**src/rtl/afficheur_scan_ctrl.sv**
```systemverilog
// afficheur_scan_ctrl: time-multiplexed scan controller for a multi-digit 7-segment display
//   clk      system clock
//   rst_n    asynchronous active-low reset
//   iBcd     packed BCD value, [3:0] = digit 0 (rightmost)
//   iLoad    one-cycle capture strobe for iBcd into the shadow register
//   iEnable  1: scanning, 0: display off
//   oDigit   BCD nibble for the shared 7-segment decoder
//   oSel     digit select lines (one-hot when active, polarity set by POLARITE)
//   oFrame   one-cycle pulse on the last cycle of every full scan
module afficheur_scan_ctrl #(
    parameter int NB_DIGITS = 4,
    parameter int DIV       = 50000,
    parameter int BLANK     = 500,
    parameter int POLARITE  = 1,
    parameter int LZB       = 1
) (
    input  logic                   clk,
    input  logic                   rst_n,
    input  logic [4*NB_DIGITS-1:0] iBcd,
    input  logic                   iLoad,
    input  logic                   iEnable,
    output logic [3:0]             oDigit,
    output logic [NB_DIGITS-1:0]   oSel,
    output logic                   oFrame
);
    localparam int CW = $clog2(DIV);
    localparam int IW = $clog2(NB_DIGITS);
    localparam logic [CW-1:0] CNT_LAST  = CW'(DIV - 1);
    localparam logic [CW-1:0] CNT_BLANK = CW'(BLANK - 1);
    localparam logic [IW-1:0] IDX_LAST  = IW'(NB_DIGITS - 1);
    localparam logic [NB_DIGITS-1:0] SEL_OFF = (POLARITE != 0) ? '1 : '0;

    typedef enum logic [1:0] {IDLE, DEAD, SHOW} state_t;

    state_t                 state_q, state_d;
    logic [CW-1:0]          cnt_q, cnt_d;
    logic [IW-1:0]          idx_q, idx_d;
    logic [4*NB_DIGITS-1:0] shadow_q, shadow_d, disp_q, disp_d;
    logic                   pend_q, pend_d;
    logic [3:0]             digit_q, digit_d;
    logic [NB_DIGITS-1:0]   sel_q, sel_d;
    logic                   frame_q, frame_d;
    logic [NB_DIGITS-1:0]   lz;
    logic [NB_DIGITS-1:0]   onehot;
    logic                   frame_end, xfer, blank;

    always_ff @(posedge clk or negedge rst_n) begin
        if (!rst_n) begin
            state_q  <= IDLE;
            cnt_q    <= '0;
            idx_q    <= '0;
            shadow_q <= '0;
            disp_q   <= '0;
            pend_q   <= 1'b0;
            digit_q  <= '0;
            sel_q    <= SEL_OFF;
            frame_q  <= 1'b0;
        end else begin
            state_q  <= state_d;
            cnt_q    <= cnt_d;
            idx_q    <= idx_d;
            shadow_q <= shadow_d;
            disp_q   <= disp_d;
            pend_q   <= pend_d;
            digit_q  <= digit_d;
            sel_q    <= sel_d;
            frame_q  <= frame_d;
        end
    end

    always_comb begin
        state_d = state_q;
        cnt_d   = cnt_q + 1'b1;
        idx_d   = idx_q;
        if (!iEnable) begin
            state_d = IDLE;
            cnt_d   = '0;
            idx_d   = '0;
        end else begin
            case (state_q)
                IDLE: begin
                    state_d = DEAD;
                    cnt_d   = '0;
                end
                DEAD: if (cnt_q == CNT_BLANK) state_d = SHOW;
                default: if (cnt_q == CNT_LAST) begin
                    state_d = DEAD;
                    cnt_d   = '0;
                    idx_d   = (idx_q == IDX_LAST) ? '0 : idx_q + 1'b1;
                end
            endcase
        end
    end

    // Shadow is only copied to the display at a frame boundary (or any time
    // while idle), so a visible frame always comes from a single value.
    always_comb begin
        frame_end = (state_q == SHOW) && (cnt_q == CNT_LAST) && (idx_q == IDX_LAST);
        xfer      = pend_q && ((state_q == IDLE) || frame_end);
        disp_d    = xfer ? shadow_q : disp_q;
        shadow_d  = iLoad ? iBcd : shadow_q;
        pend_d    = iLoad ? 1'b1 : (xfer ? 1'b0 : pend_q);
    end

    // Outputs are computed from next-state values and registered, so the
    // registered outputs line up with the registered state.
    always_comb begin
        lz[NB_DIGITS-1] = disp_d[4*NB_DIGITS-1 -: 4] == 4'd0;
        for (int i = NB_DIGITS - 2; i >= 0; i--)
            lz[i] = lz[i+1] && (disp_d[4*i +: 4] == 4'd0);
        blank   = (LZB != 0) && (idx_d != '0) && lz[idx_d];
        onehot  = {{(NB_DIGITS-1){1'b0}}, 1'b1} << idx_d;
        digit_d = disp_d[{idx_d, 2'b00} +: 4];
        sel_d   = (state_d == SHOW && !blank) ? ((POLARITE != 0) ? ~onehot : onehot) : SEL_OFF;
        frame_d = (state_d == SHOW) && (cnt_d == CNT_LAST) && (idx_d == IDX_LAST);
    end

    assign oDigit = digit_q;
    assign oSel   = sel_q;
    assign oFrame = frame_q;
endmodule
```
**config.mk**
```make
export PLATFORM = sky130hd
export DESIGN_NAME = afficheur_scan_ctrl
export DESIGN_NICKNAME = d
export VERILOG_FILES = /design/src/rtl/afficheur_scan_ctrl.sv
export SDC_FILE = /design/constraint.sdc
export NUM_CORES = 1
export LEC_CHECK = 0
export ABC_AREA = 1
export BUFFER_PORTS_ARGS = -buffer_cell sky130_fd_sc_hd__buf_2
export CORE_MARGIN = 2
export CORE_UTILIZATION = 40
export CTS_BUF_LIST = sky130_fd_sc_hd__clkbuf_8
export CTS_CLUSTER_SIZE = 28
export DETAILED_ROUTE_END_ITERATION = 8
export GPL_TIMING_DRIVEN = 0
export HOLD_SLACK_MARGIN = 0.06
export PLACE_DENSITY_LB_ADDON = 0.3
export SLEW_MARGIN = 30
export SYNTH_ARGS = -nofsm -noshare
export SYNTH_HDL_FRONTEND = slang
export SYNTH_SLANG_ARGS = --single-unit
```
**constraint.sdc**
```tcl
create_clock -name clk -period 2.68 [get_ports clk]
set_clock_uncertainty 0.05 [all_clocks]
set_input_delay 0 -clock clk [delete_from_list [all_inputs] [get_ports clk]]
set_output_delay 0 -clock clk [all_outputs]
set_load 0.02 [all_outputs]
```
==> key figures <==
Hold path
  – Worst Hold Class: primary input to async pin

Setup path
  – Startpoint Class: flip-flop
  – CP required: 2900 ps
  – Critical path, cell by cell: ha_1, nand3_4, nor2_2, nand3_1, inv_1, nand2_1, nand3_1, inv_1, nor2_1, nand2_1, nand4_1
  – CP max stage delay: approximately 380 ps
  – R2R cell count: 11
  – Crit-path max FO: 5
  – Crit. End Element: flip-flop
  – CP max stage cell: dfrtp_1
  – CP Buf/Inv Count: 2
  – Top delay family on crit path: simple AND/OR/NAND/NOR gates
  – CP Data Arrival Time: ~2300 ps
  – CP Depth: 11
  – CP Class: flip-flop to flip-flop

Finish
  – Area Overhead vs Synth: 23.9%
  – Storage cell area: between 1500 and 2000 µm²
  – Antenna diodes: 0
  – Layout cells sized above 1: 20.4%
  – Area of the multi-input gates: roughly 1200 µm²
  – Number of fill cells: just over 700
  – Final nets: 429

Logic synthesis
  – Top cells by instance count after synthesis: nand2_1 (96), dfrtp_1 (58), inv_1 (49)
  – Seq/Total Area, Yosys: roughly 52%
  – Top cell type's share of synthesized area: about half
  – Asr flop ratio synth: 100%
  – Commonest register cell after synthesis: dfrtp_1
  – Count of cell types in the netlist: 34
  – Synthesized flop and latch total: just over 60
  – EDFF count, synth: 0
  – Post-synth top area cell: dfrtp_1
  – Mapped Cells: about 350
  – Syn Area/Cell: around 8.7 µm²
  – Syn. warnings: 0
  – Top cells by area, synth: dfrtp_1 (48%), nand2_1 (12%), inv_1 (6.1%)
  – Post-Syn Area: around 3000 µm²
  – Mapped Nets: about 370
  – Most common cell in the netlist: nand2_1

Timing
  – Final Critical Period: between 2000 and 2500 ps
  – Hold slack: ~220 ps
  – Setup tns final: 0 ps
  – Worst-margin pin slew: between 700 and 800 ps
  – Fmax: 478 MHz
  – Max-slew headroom: 48.6%
  – Hold Vio Cnt, Final: 0
  – Max Transition Viols Final: 0
  – Unrepaired setup endpoints after global routing: no
  – Fin crit share: roughly four fifths
  – Final setup viols: 0

CTS
  – Worst-Skew Late Latency: ~340 ps
  – Clock Path Buffers: 2
  – # H-tree levels: 3
  – Postcts setup bufs: 0
  – Worst-path clk slew: ~70 ps
  – CTS buffer count: 9
  – CTS tree: built
  – Clk sink count: between 60 and 70
  – CTS root buf: clkbuf_8

Run status
  – Run status: finished clean

Global routing
  – First-pass GRT wire length: 10.6 mm
  – Vias in the first global route: 2395
  – Total GRT Usage: between 10% and 20%
  – Initial antenna violation count: 0
  – Largest net degree at the start of global routing: 63
  – GRT Residual Overflow: 0

Power
  – Power share of the clock group: 42.1%
  – Int Pwr: roughly 1700 µW
  – LEAKAGE: 0.00187 µW
  – Power Density: roughly 600 nW/µm²
  – Register share of total power: a little under half
  – Net load switching power: ~570 µW
  – Max VDD drop: approximately 0.34 mV
  – Gate power share: a little under an eighth
  – Switching Fraction: 25.5%
  – Total power draw: 2240 µW

Flow run
  – Total of max-cap violations: 0

Routing
  – WL final: roughly 5.9 mm
  – Routed Antenna Nets: 0
  – Vias post-DR: 2340
  – Routed len/inst: roughly 11 µm
  – Initial DRC Count: 78
  – Detailed Routing Iterations Pass 1: 4
  – Residual DRC: 0
  – Avg Vias per Cell: 4.58

Die
  – Die span in y: 90.6 µm
  – Starting Density: 41.3%
  – IO Pins: 29
  – Die area: approximately 8200 µm²
  – Core Region: a little over 7000 µm²
  – Num rows: 31
  – Die extent in x: between 90 and 100 µm

Placed design
  – Port bufs: 28
  – GPL Wtd Cong: roughly 0.9
  – DPL Wire Length: ~4.2 mm
[cells in the final DEF (no fill, tap or decap), drive strengths merged]
cell type / count
inv: 51
nand2: 111
nor3: 5
o21ai: 10
clkbuf: 14
ha: 2
nand3: 20
mux2i: 1
nor2: 34
nand3b: 2
dfstp: 4
clkinvlp: 2
nand4: 20
o2111ai: 1
xnor2: 2
dfrtp: 58
buf: 34
bufinv: 2
dlygate4sd3: 22
xor2: 7
a21oi: 3
a22oi: 4
o21bai: 2
a21boi: 1
[worst reg2reg max path, stage by stage (launching register included)]
cell,delay (ps)
dfrtp_1,380
ha_1,260
nand3_4,130
nor2_2,170
nand3_1,140
inv_1,100
nand2_1,50
nand3_1,140
inv_1,80
nor2_1,290
nand2_1,110
nand4_1,120
[per-stage QoR]
stage	instances	instance area (µm²)	worst slack, ps	util (%)
global route	511	3710	365	51.2
detailed placement	473	3260	596	45.0
finish	511	3710	588	51.2
floorplan	346	3000	883	-
CTS	511	3710	570	51.2
global placement	473	3260	625	45.0
[path summary, 6_finish.rpt]
check | start | end | slack [ps]
max | cnt_q[0]$_DFF_PN0_ | oDigit[1]$_DFF_PN0_ | 590
min | rst_n | cnt_q[5]$_DFF_PN0_ | 220
max reg2reg | cnt_q[0]$_DFF_PN0_ | oDigit[1]$_DFF_PN0_ | 590
min reg2reg | shadow_q[10]$_DFFE_PN0P_ | shadow_q[10]$_DFFE_PN0P_ | 420
max in group asynchronous | rst_n | disp_q[9]$_DFF_PN0_ | 1850
min in group clk | iBcd[7] | shadow_q[7]$_DFFE_PN0P_ | 340
[flip-flops by register name, indices dropped and copies added, names as in the netlist]
| register | flops |
|---|---|
| pend_q | 1 |
| state_q | 2 |
| cnt_q | 16 |
| disp_q | 16 |
| oSel | 4 |
| idx_q | 2 |
| shadow_q | 16 |
| oFrame | 1 |
| oDigit | 4 |
[metal layers]
metal	vias up	GRT usage [%]	wire (µm)
met4	0	4.74	83
met1	1074	19.4	2660
li1	1216	-	-
met5	-	0	0
met2	41	27.5	2910
met3	9	5.59	211
[repair_timing]
action / 4_1_cts / 5_1_grt
gates resized for setup: 0 / 0
endpoints found under the setup margin: 0 / 0
hold buffers: 22 / 0
endpoints found under the hold margin: 80 / 0
[cells by family after synthesis]
group           after synthesis  synth area share [%]
buf+inv                      59                  8.35
fa+ha+maj                     2                 0.835
flops                        62                  51.9
mux                           1                 0.334
simple gates                192                  31.5
compound gates               21                  4.47
xor+xnor                      9                  2.63
[layout make-up]
class,instances,area share [%]
Clock buffer,10,3.70
Timing Repair Buffer,50,9.77
Sequential cell,62,41.9
Multi-Input combinational cell,225,32.1
Buffer,10,1.79
Inverter,49,4.95
Tap cell,99,3.33
Clock inverter,6,2.49
[power by group through the flow]
stage / combinational [µW] / sequential, µW / clock [µW]
6_report: 257 / 1040 / 943
5_1_grt: 299 / 1050 / 1010
4_1_cts: 262 / 1040 / 965
3_5_place_dp: 235 / 1060 / 0
3_3_place_gp: 232 / 1060 / 0
2_1_floorplan: 141 / 1060 / 0
Power figures use the tool's default switching activity.
